==> config.mk <==
export PLATFORM = sky130hd
export DESIGN_NAME = dma_read_arbiter_flat
export DESIGN_NICKNAME = d
export VERILOG_FILES = /design/src/rtl/pipearch_common_pkg.sv /design/src/rtl/dma_read_arbiter_if.sv /design/src/rtl/rr_arbiter.sv /design/src/rtl/dma_read_arbiter.sv /design/src/flat_wrapper.sv
export SDC_FILE = /design/constraint.sdc
export NUM_CORES = 1
export LEC_CHECK = 0
export ABC_AREA = 1
export ABC_CLOCK_PERIOD_IN_PS = 3800
export CAP_MARGIN = 20
export CORE_AREA = 2 2 487 489
export CTS_BUF_LIST = sky130_fd_sc_hd__clkbuf_2 sky130_fd_sc_hd__clkbuf_4 sky130_fd_sc_hd__clkbuf_8
export DETAILED_ROUTE_END_ITERATION = 10
export DIE_AREA = 0 0 489 491
export PLACE_DENSITY = 0.3
export SYNTH_ARGS = -nofsm -noshare
export SYNTH_HDL_FRONTEND = slang
export SYNTH_HIERARCHICAL = 1
export SYNTH_SLANG_ARGS = --single-unit
export TNS_END_PERCENT = 50
==> constraint.sdc <==
create_clock -name clk -period 3.8 [get_ports clk]
set_clock_uncertainty 0.05 [all_clocks]
set_input_delay 0.76 -clock clk [delete_from_list [all_inputs] [get_ports clk]]
set_output_delay 0.76 -clock clk [all_outputs]
set_load 0.02 [all_outputs]
==> src/rtl/pipearch_common_pkg.sv <==
//==============================================================================
// pipearch_common_pkg: shared state encoding, command record and helpers.
// Rev 1.0
//==============================================================================
`default_nettype none

package pipearch_common_pkg;

    localparam int CMD_ADDR_MAX_W = 64;
    localparam int CMD_LEN_MAX_W  = 64;

    typedef enum logic [1:0] {
        ST_IDLE   = 2'd0,
        ST_ISSUE  = 2'd1,
        ST_STREAM = 2'd2
    } arb_state_t;

    // Sized for the widest supported bus; users cast to their own widths.
    typedef struct packed {
        logic [CMD_ADDR_MAX_W-1:0] addr;
        logic [CMD_LEN_MAX_W-1:0]  len;
    } dma_cmd_t;

    function automatic int idx_width(input int n);
        return (n > 1) ? $clog2(n) : 1;
    endfunction

endpackage

`default_nettype wire

==> src/rtl/dma_read_arbiter_if.sv <==
//==============================================================================
// dma_read_arbiter_if: requester-side and DMA-engine-side handshake bundle.
// Rev 1.0
//==============================================================================
`default_nettype none

interface dma_read_arbiter_if #(
    parameter int NUM_REQ = 2,
    parameter int ADDR_W  = 42,
    parameter int LEN_W   = 32,
    parameter int DATA_W  = 512
);
    logic [NUM_REQ-1:0]        req_valid;
    logic [NUM_REQ-1:0]        req_ready;
    logic [NUM_REQ*ADDR_W-1:0] req_addr;
    logic [NUM_REQ*LEN_W-1:0]  req_len;
    logic [NUM_REQ-1:0]        rsp_valid;
    logic [NUM_REQ-1:0]        rsp_ready;
    logic [DATA_W-1:0]         rsp_data;
    logic                      dma_cmd_valid;
    logic                      dma_cmd_ready;
    logic [ADDR_W-1:0]         dma_cmd_addr;
    logic [LEN_W-1:0]          dma_cmd_len;
    logic                      dma_rsp_valid;
    logic                      dma_rsp_ready;
    logic [DATA_W-1:0]         dma_rsp_data;

    modport slave (
        input  req_valid, req_addr, req_len, rsp_ready,
        input  dma_cmd_ready, dma_rsp_valid, dma_rsp_data,
        output req_ready, rsp_valid, rsp_data,
        output dma_cmd_valid, dma_cmd_addr, dma_cmd_len, dma_rsp_ready
    );

    modport master (
        output req_valid, req_addr, req_len, rsp_ready,
        output dma_cmd_ready, dma_rsp_valid, dma_rsp_data,
        input  req_ready, rsp_valid, rsp_data,
        input  dma_cmd_valid, dma_cmd_addr, dma_cmd_len, dma_rsp_ready
    );

endinterface

`default_nettype wire

==> src/rtl/rr_arbiter.sv <==
//==============================================================================
// rr_arbiter: combinational round-robin pick, searching from last_grant+1.
// Rev 1.0
//==============================================================================
`default_nettype none

module rr_arbiter
    import pipearch_common_pkg::*;
#(
    parameter int NUM_REQ = 2,
    parameter int IDX_W   = idx_width(NUM_REQ)
) (
    input  logic [NUM_REQ-1:0] req,
    input  logic [IDX_W-1:0]   last_grant,
    output logic [NUM_REQ-1:0] grant
);

    logic             w_found;
    logic [IDX_W-1:0] w_pos;

    always_comb begin
        grant   = '0;
        w_found = 1'b0;
        w_pos   = '0;
        for (int off = 1; off <= NUM_REQ; off++) begin
            w_pos = IDX_W'((int'(last_grant) + off) % NUM_REQ);
            if (!w_found && req[w_pos]) begin
                grant[w_pos] = 1'b1;
                w_found      = 1'b1;
            end
        end
    end

endmodule

`default_nettype wire

==> src/rtl/dma_read_arbiter.sv <==
//==============================================================================
// dma_read_arbiter: shares one in-order DMA read channel among NUM_REQ users.
// Rev 1.0
//==============================================================================
`default_nettype none

module dma_read_arbiter
    import pipearch_common_pkg::*;
#(
    parameter int NUM_REQ = 2,
    parameter int ADDR_W  = 42,
    parameter int LEN_W   = 32,
    parameter int DATA_W  = 512,
    parameter int IDX_W   = idx_width(NUM_REQ)
) (
    input  logic              clk,
    input  logic              reset,
    dma_read_arbiter_if.slave bus,
    output logic              busy,
    output logic [IDX_W-1:0]  grant_idx
);

    arb_state_t         r_state;
    logic [IDX_W-1:0]   r_last;
    logic [IDX_W-1:0]   r_grant;
    logic [LEN_W-1:0]   r_count;
    dma_cmd_t           r_cmd;

    logic [NUM_REQ-1:0] w_gnt;
    logic [IDX_W-1:0]   w_win_idx;
    logic [ADDR_W-1:0]  w_sel_addr;
    logic [LEN_W-1:0]   w_sel_len;
    logic [LEN_W-1:0]   w_cmd_len;
    logic               w_accept;
    logic               w_stream;
    logic               w_line_hs;
    logic               w_last_line;

    rr_arbiter #(
        .NUM_REQ (NUM_REQ),
        .IDX_W   (IDX_W)
    ) u_rr_arbiter (
        .req        (bus.req_valid),
        .last_grant (r_last),
        .grant      (w_gnt)
    );

    always_comb begin
        w_win_idx  = '0;
        w_sel_addr = '0;
        w_sel_len  = '0;
        for (int i = 0; i < NUM_REQ; i++) begin
            if (w_gnt[i]) begin
                w_win_idx  = IDX_W'(i);
                w_sel_addr = bus.req_addr[i*ADDR_W +: ADDR_W];
                w_sel_len  = bus.req_len[i*LEN_W +: LEN_W];
            end
        end
    end

    assign w_cmd_len   = LEN_W'(r_cmd.len);
    assign w_accept    = (r_state == ST_IDLE) && (|w_gnt);
    assign w_stream    = (r_state == ST_STREAM) && !reset;
    assign w_line_hs   = w_stream && bus.dma_rsp_valid && bus.dma_rsp_ready;
    assign w_last_line = (r_count == (w_cmd_len - LEN_W'(1)));

    // Outputs are forced low during reset even on the first reset cycle,
    // before the state register has had a chance to return to IDLE.
    always_comb begin
        bus.req_ready     = (!reset && r_state == ST_IDLE) ? w_gnt : '0;
        bus.dma_cmd_valid = !reset && (r_state == ST_ISSUE);
        bus.dma_cmd_addr  = ADDR_W'(r_cmd.addr);
        bus.dma_cmd_len   = w_cmd_len;
        bus.rsp_valid     = '0;
        if (w_stream) begin
            bus.rsp_valid[r_grant] = bus.dma_rsp_valid;
        end
        bus.dma_rsp_ready = w_stream && bus.rsp_ready[r_grant];
        bus.rsp_data      = bus.dma_rsp_data;
        busy              = !reset && (r_state != ST_IDLE);
        grant_idx         = r_grant;
    end

    always_ff @(posedge clk) begin
        if (reset) begin
            r_state <= ST_IDLE;
            r_last  <= IDX_W'(NUM_REQ - 1);
            r_grant <= '0;
            r_count <= '0;
            r_cmd   <= '0;
        end else begin
            case (r_state)
                ST_IDLE: begin
                    if (w_accept) begin
                        if (w_sel_len == '0) begin
                            r_last <= w_win_idx;
                        end else begin
                            r_grant    <= w_win_idx;
                            r_cmd.addr <= CMD_ADDR_MAX_W'(w_sel_addr);
                            r_cmd.len  <= CMD_LEN_MAX_W'(w_sel_len);
                            r_state    <= ST_ISSUE;
                        end
                    end
                end
                ST_ISSUE: begin
                    if (bus.dma_cmd_ready) begin
                        r_state <= ST_STREAM;
                        r_count <= '0;
                    end
                end
                ST_STREAM: begin
                    if (w_line_hs) begin
                        r_count <= r_count + 1'b1;
                        if (w_last_line) begin
                            r_state <= ST_IDLE;
                            r_last  <= r_grant;
                        end
                    end
                end
                default: r_state <= ST_IDLE;
            endcase
        end
    end

endmodule

`default_nettype wire

==> src/flat_wrapper.sv <==
// flat-port wrapper written by rule: the top's interface ports become plain ports
module dma_read_arbiter_flat import pipearch_common_pkg::*;
#(
    parameter int NUM_REQ = 2,
    parameter int ADDR_W  = 42,
    parameter int LEN_W   = 32,
    parameter int DATA_W  = 512,
    parameter int IDX_W   = idx_width(NUM_REQ)
)
  (clk, reset, busy, grant_idx, bus_req_valid, bus_req_addr, bus_req_len, bus_rsp_ready, bus_dma_cmd_ready, bus_dma_rsp_valid, bus_dma_rsp_data, bus_req_ready, bus_rsp_valid, bus_rsp_data, bus_dma_cmd_valid, bus_dma_cmd_addr, bus_dma_cmd_len, bus_dma_rsp_ready);
  dma_read_arbiter_if #(.NUM_REQ(NUM_REQ), .ADDR_W(ADDR_W), .LEN_W(LEN_W), .DATA_W(DATA_W)) bus_i ();
  input  logic clk;
  input  logic reset;
  output logic busy;
  output logic [IDX_W-1:0] grant_idx;
  input wire logic [$bits(bus_i.req_valid)-1:0] bus_req_valid;
  input wire logic [$bits(bus_i.req_addr)-1:0] bus_req_addr;
  input wire logic [$bits(bus_i.req_len)-1:0] bus_req_len;
  input wire logic [$bits(bus_i.rsp_ready)-1:0] bus_rsp_ready;
  input wire logic [$bits(bus_i.dma_cmd_ready)-1:0] bus_dma_cmd_ready;
  input wire logic [$bits(bus_i.dma_rsp_valid)-1:0] bus_dma_rsp_valid;
  input wire logic [$bits(bus_i.dma_rsp_data)-1:0] bus_dma_rsp_data;
  output wire logic [$bits(bus_i.req_ready)-1:0] bus_req_ready;
  output wire logic [$bits(bus_i.rsp_valid)-1:0] bus_rsp_valid;
  output wire logic [$bits(bus_i.rsp_data)-1:0] bus_rsp_data;
  output wire logic [$bits(bus_i.dma_cmd_valid)-1:0] bus_dma_cmd_valid;
  output wire logic [$bits(bus_i.dma_cmd_addr)-1:0] bus_dma_cmd_addr;
  output wire logic [$bits(bus_i.dma_cmd_len)-1:0] bus_dma_cmd_len;
  output wire logic [$bits(bus_i.dma_rsp_ready)-1:0] bus_dma_rsp_ready;
  assign bus_i.req_valid = bus_req_valid;
  assign bus_i.req_addr = bus_req_addr;
  assign bus_i.req_len = bus_req_len;
  assign bus_i.rsp_ready = bus_rsp_ready;
  assign bus_i.dma_cmd_ready = bus_dma_cmd_ready;
  assign bus_i.dma_rsp_valid = bus_dma_rsp_valid;
  assign bus_i.dma_rsp_data = bus_dma_rsp_data;
  assign bus_req_ready = bus_i.req_ready;
  assign bus_rsp_valid = bus_i.rsp_valid;
  assign bus_rsp_data = bus_i.rsp_data;
  assign bus_dma_cmd_valid = bus_i.dma_cmd_valid;
  assign bus_dma_cmd_addr = bus_i.dma_cmd_addr;
  assign bus_dma_cmd_len = bus_i.dma_cmd_len;
  assign bus_dma_rsp_ready = bus_i.dma_rsp_ready;
  dma_read_arbiter #(.NUM_REQ(NUM_REQ), .ADDR_W(ADDR_W), .LEN_W(LEN_W), .DATA_W(DATA_W), .IDX_W(IDX_W)) u_core (.clk(clk), .reset(reset), .bus(bus_i), .busy(busy), .grant_idx(grant_idx));
endmodule
==> impl_results.md, run 1 <==
- GR Overflow Total: 0
- Critical path's slowest cell: clkdlybuf4s50_1
- Post-CTS sizing: 0
- HP Class: flop to flop
- 1st-iter DRT viols: 474
- # hold bufs at CTS: 0
- Synthesized net count: 2330
- Reg-to-reg endpoint: u_core/bus.dma_cmd_len[21]
- WL final: roughly 120 mm
- Dpl hpwl: approximately 110 mm
- Worst Path Arrival: slightly below 4000 ps
- Critical path data required time: between 4000 and 5000 ps
- Worst r2r src: u_core/r_last
- Via density: 2.06
- Final setup fails: 0
- Post-synthesis sequential area ratio: 0.201
- Die ar.: around 240000 um^2
- Initial antenna violation count: 6
- Unrepaired setup endpoints after global routing: false
- Clock slew seen by the registers of the worst setup and hold paths: between 150 and 200 ps
- Site row count: around 180
- Die Ht: 491 um
- Root Buffer: clkbuf_8
- Synth Register Bits: 110
- Critical Path Sink: u_core/bus.dma_cmd_len[21]
- Endpoints failing hold: 0
- Startpoint types: primary input
- Peak VDD IR: roughly 0.15 mV
- Wire per inst: 27.1 um
- LEAKAGE: between 4 and 5 nW
- Pre-CTS setup slack: -304 ps
- DRT antenna net count: 0
- Cell Chain, Critical Path: clkdlybuf4s50_1, inv_1, nand2_1, nand2_1, inv_1, nor2_4, buf_12, a22oi_1, nand4_1, buf_4, or2_1, nor2_1, nand2_4, nand2_4, buf_12, nand2_1, o21ai_0, inv_1, nor2_1
- Port Buffer Count: between 200 and 250
- Max-slew headroom: 0.495
- Layout cell share with drive strength beyond 1: 0.0735
- Crit path launch: bus_req_valid[1]
- Die X-Extent: between 400 and 500 um
- Pwr dens: around 270 nW/um^2
- Final worst-path cycle share: 0.929
- CTS tree: yes
- I/O Pins: ~1300
- Worst Tran Pin Value: roughly 760 ps
- CP Max Fanout: just under 50
- TritonRoute pass-1 iters: 5
- Vias in the first global route: just under 10000
- CTS Buffer Depth: 2
- Distinct cells, synth: 38
- Final worst slack: about 270 ps
- CP Class: primary input to flop
- Nets@finish: just over 2000
- Pins Over Slew Limit: 0
- Via count: between 9000 and 10000
- Clk_lat worst skew: approximately 510 ps
- Reg-to-reg setup timing slack: ~670 ps
- Routability congestion estimate: between 0.7 and 0.8
- F_max: about 280 MHz
- R2R depth: 17
- Total clock sinks: 110
- Max Cap Viol: 0
- Fill cells: about 28000
- CTS Buf Count: 9
- Synth Instances: about 1700
- Average cell area after synthesis: roughly 6.6 um^2
- Largest net degree at the start of global routing: slightly above 50
- First-pass GRT wire length: roughly 140 mm
- CP peak stage delay: around 470 ps
- Initial Util: 0.0466
- Post-CTS Setup Inserts: 0
- Synth-to-Final Area Change: 27.3%
- Ys Warns: 6
- Synthesized cell area: about 11000 um^2
- Setup TNS: 0 ps
- CP Capture Type: flop
- Outcome: finished clean
- Gr usage total: 0.0988
- Drt drc: 0
- H-tree levels: 3
- Core box area: ~230000 um^2
- Min cycle time layout: around 3500 ps
## cell usage after synthesis
cell type / count / share of area
a22oi_2: 2 / 0.0023
nand3b_1: 4 / 0.0027
xnor2_1: 18 / 0.014
o21ai_2: 1 / 0.00080
ha_1: 2 / 0.0023
a21o_1: 1 / 0.00069
o311ai_0: 1 / 0.00080
a32o_1: 1 / 0.00092
nor3b_1: 4 / 0.0027
a22o_1: 3 / 0.0024
o21bai_1: 3 / 0.0021
nor3_1: 19 / 0.0087
nand4_1: 26 / 0.015
o21ai_0: 38 / 0.017
inv_1: 99 / 0.034
a211oi_1: 2 / 0.0014
nor2_1: 133 / 0.046
a22oi_1: 26 / 0.018
o31ai_1: 1 / 0.00069
nor4_1: 8 / 0.0046
a21oi_1: 89 / 0.041
nand2_1: 366 / 0.13
buf_2: 10 / 0.0046
buf_4: 515 / 0.35
nor3_2: 5 / 0.0046
or2_1: 1 / 0.00057
or2_2: 4 / 0.0023
and2_1: 4 / 0.0023
inv_2: 1 / 0.00034
buf_1: 9 / 0.0031
nor2_4: 1 / 0.0010
nand3_1: 80 / 0.037
xor2_1: 31 / 0.025
clkbuf_1: 28 / 0.0096
dfxtp_1: 110 / 0.20
nand2_2: 5 / 0.0029
nor2_2: 2 / 0.0011
buf_6: 7 / 0.0072
## power by group
| group | internal (mW) | switching (mW) |
|---|---|---|
| Sequential | 1.24 | 0.143 |
| Clock | 0.278 | 0.621 |
| Combinational | 0.618 | 0.930 |
## critical path: cells and delay by family
family	cells	cell delay [ps]
buffers and inverters	7	1370
and+or+nand+nor	10	1370
AOI/OAI and AO/OA	2	340
## layout make-up
type / count / area [um^2] / share of cell area
Antenna cell: 3 / 7.51 / 0.000539
Clock inverter: 7 / 96.3 / 0.00692
Sequential cell: 110 / 2200 / 0.158
Multi-Input combinational cell: 881 / 4250 / 0.306
Clock buffer: 9 / 124 / 0.00890
Inverter: 100 / 375 / 0.0270
Timing Repair Buffer: 295 / 2920 / 0.210
Tap cell: 3150 / 3940 / 0.283
## per-layer routing
layer / global-route usage / wire, um
met5: 0.00543 / 216
met4: 0.0389 / 4950
met3: 0.129 / 35100
met2: 0.178 / 62300
met1: 0.0462 / 20700
## worst min-delay path by stage
| stage | start | end | slack (ps) | cells after the start |
|---|---|---|---|---|
| 6_report | u_core/bus.dma_cmd_addr[19] | u_core/bus.dma_cmd_addr[19] | 420 | 2 |
| 5_1_grt | u_core/bus.dma_cmd_addr[19] | u_core/bus.dma_cmd_addr[19] | 440 | 2 |
| 4_1_cts | u_core/bus.dma_cmd_addr[17] | u_core/bus.dma_cmd_addr[17] | 430 | 2 |
| 3_5_place_dp | u_core/bus.dma_cmd_addr[17] | u_core/bus.dma_cmd_addr[17] | 400 | 2 |
| 3_3_place_gp | u_core/bus.dma_cmd_addr[17] | u_core/bus.dma_cmd_addr[17] | 400 | 2 |
| 2_1_floorplan | u_core/r_last | u_core/r_last | 400 | 2 |
## kinds of logic (layout without fill, tap and decap cells)
family,after synthesis,count (layout),share of synthesized area
flops,110,110,0.201
buf+inv,669,411,0.413
xor+xnor,49,49,0.0393
simple gates,662,662,0.256
compound gates,168,168,0.0880
other cells,0,3,0
fa+ha+maj,2,2,0.00229
## metrics by stage
stage	power (mW)	util	instances	cell area [um^2]	hold WS, ps
4_1_cts	3.99	0.0593	4552	13900	426
3_3_place_gp	3.02	0.0584	4536	13700	398
3_5_place_dp	3.01	0.0584	4536	13700	405
6_report	3.83	0.0593	4555	13900	423
5_1_grt	4.11	0.0593	4553	13900	442
2_1_floorplan	2.89	-	1660	10900	400
## registers in the layout (all words and copies together), names as in the netlist
| name | cells |
|---|---|
| u_core/r_count | 32 |
| u_core/r_last | 1 |
| u_core/r_state | 2 |
| u_core/bus.dma_cmd_addr | 42 |
| u_core/bus.dma_cmd_len | 32 |
| u_core/grant_idx | 1 |
## placed cells by master (no fill, tap or decap), types with 18 or more instances in the layout
cell / n
nand4_1: 26
nand3_1: 80
nor3_1: 19
xor2_1: 31
nand2_1: 366
inv_1: 99
clkdlybuf4s50_1: 231
dfxtp_1: 110
a21oi_1: 88
o21ai_0: 38
nor2_1: 132
a22oi_1: 26
xnor2_1: 18
buf_4: 54
Note: power is estimated with default switching activity, not from simulation.
==> inputs of run 2 (changes only) <==
ABC_CLOCK_PERIOD_IN_PS = default   (was 3800)
==> results of run 2 <==
No change in the layout: final DEF, timing and power equal those of run 1.
==> inputs of run 3 (changes only) <==
CORE_AREA = 2 2 497 499   (was 2 2 487 489)
CTS_CLUSTER_SIZE = 12   (was default)
DIE_AREA = 0 0 499 501   (was 0 0 489 491)
clock period = 3.7 ns   (was 3.8 ns; I/O delays follow)
==> impl_results.md, run 3 (synthesis gave the netlist of run 1 again) <==
- Outcome: finished clean
- Clock slew seen by the registers of the worst setup and hold paths: 140 ps
- Hold path cells: 2
- Via density: approximately 2
- Dpl hpwl: about 110 mm
- LEAKAGE: roughly 4.3 nW
- CTS Buffer Depth: 2
- Vias in the first global route: between 9000 and 10000
- Max-slew headroom: 0.491
- CP Class: primary input to output port
- Min cycle time layout: ~3300 ps
- Gr usage total: 0.0956
- Die Ht: around 500 um
- Routability congestion estimate: 0.787
- Reg-to-reg setup timing slack: between 600 and 700 ps
- Max Cap Viol: 0
- Critical path data required time: 2910 ps
- Synth-to-Final Area Change: 28.1%
- Largest net degree at the start of global routing: 54
- Via count: 9423
- Worst Path Arrival: about 2500 ps
- H-tree levels: 3
- DRT antenna net count: 0
- Worst min-delay path endpoint: u_core/bus.dma_cmd_addr[37]
- Initial antenna violation count: 6
- Commonest non-fill, non-tap cell in the layout: nand2_1
- Final worst-path cycle share: 0.893
- Crit path launch: bus_req_valid[0]
- Pins Over Slew Limit: 0
- Root Buffer: clkbuf_8
- First-pass GRT wire length: between 100 and 150 mm
- HP Class: flop to flop
- Worst r2r src: u_core/r_last
- Post-CTS Setup Inserts: 0
- Most frequent cells in the layout: 366 x nand2_1, 231 x clkdlybuf4s50_1, 132 x nor2_1
- # hold bufs at CTS: 0
- CTS tree: yes
- Met3 Wirelength: 37.9 mm
- Layout cell share with drive strength beyond 1: 0.0728
- Max reg flops: 42
- Nets@finish: 2066
- HP Start: u_core/bus.dma_cmd_addr[37]
- Final core utilization: 0.0572
- Initial Util: 0.0447
- Endpoints failing hold: 0
- CP Capture Type: output port
- F_max: roughly 300 MHz
- Clk_lat worst skew: 530 ps
- Drt drc: 0
- Wire per inst: between 20 and 30 um
- WL final: 124 mm
- R2R depth: 16
- GR Overflow Total: 0
- Max Used Layer: met5
- Total clock sinks: 110
- Port Buffer Count: roughly 240
- 1st-iter DRT viols: 465
- I/O Pins: approximately 1300
- Pwr Total: ~4 mW
- Die X-Extent: about 500 um
- Pwr dens: between 200 and 300 nW/um^2
- Die ar.: 250000 um^2
- Site row count: 182
- Met2 wire length: between 60 and 70 mm
- Reg-to-reg endpoint: u_core/bus.dma_cmd_len[29]
- WHS: between 400 and 500 ps
- TritonRoute pass-1 iters: 5
- Post-CTS sizing: 0
- Worst Tran Pin Value: roughly 760 ps
- CTS Buf Count: 9
- Final setup fails: 0
- Post-Route M1 WL: 20.0 mm
- Unrepaired setup endpoints after global routing: false
- Core box area: 245000 um^2
- Setup TNS: 0 ps
- CP Max Fanout: 37
- Startpoint types: primary input
- Peak VDD IR: 0.166 mV
==> run 3: cell types whose count changed in the layout (fill, tap and decap cells not counted) <==
cell | before | now
buf_12 | 10 | 11
buf_4 | 54 | 52
inv_12 | 2 | 3
diode_2 | 3 | 1
clkinv_8 | 2 | 1
==> run 3: area by class of cell <==
type | instances | area, um^2
repair buffers | 294 | 2920
fillers | 29097 | 231000
multi-input cells | 881 | 4250
inverters | 100 | 375
well taps | 3220 | 4030
clock inverters | 7 | 96.3
clock buffers | 9 | 124
diodes | 1 | 2.50
flip-flops and latches | 110 | 2200
==> run 3: worst max-delay path, stage by stage <==
cell             delay, ps
clkdlybuf4s50_1        510
a21oi_4                240
buf_12                 250
buf_4                  310
inv_1                   60
nor2_1                 210
buf_12                 160
==> run 3: how the worst max path moves through the flow <==
stage | end | slack, ps | cells past startpoint
2_1_floorplan | bus_req_ready[1] | 650 | 8
3_3_place_gp | u_core/bus.dma_cmd_len[21] | -200 | 19
3_5_place_dp | u_core/bus.dma_cmd_len[29] | -120 | 17
4_1_cts | bus_req_ready[1] | 300 | 7
5_1_grt | u_core/bus.dma_cmd_len[17] | 210 | 19
6_report | bus_req_ready[1] | 400 | 7
==> run 3: layer usage <==
metal	vias to the layer above	global-route usage
met4	4	0.0427
li1	4216	-
met5	-	0
met2	911	0.166
met1	3998	0.0421
met3	294	0.136
==> run 3: power by group <==
| part | switching, mW | internal (mW) |
|---|---|---|
| clock network | 0.681 | 0.289 |
| logic | 0.965 | 0.637 |
| registers | 0.146 | 1.27 |
| total | 1.79 | 2.20 |
==> run 3: metrics by stage <==
| step | instance area, um^2 | cells | setup slack (ps) |
|---|---|---|---|
| 3_3_place_gp | 13800 | 4605 | -196 |
| 4_1_cts | 14000 | 4621 | 303 |
| 5_1_grt | 14000 | 4622 | 205 |
| 3_5_place_dp | 13800 | 4605 | -119 |
| 2_1_floorplan | 10900 | 1660 | 654 |
| 6_report | 14000 | 4622 | 397 |
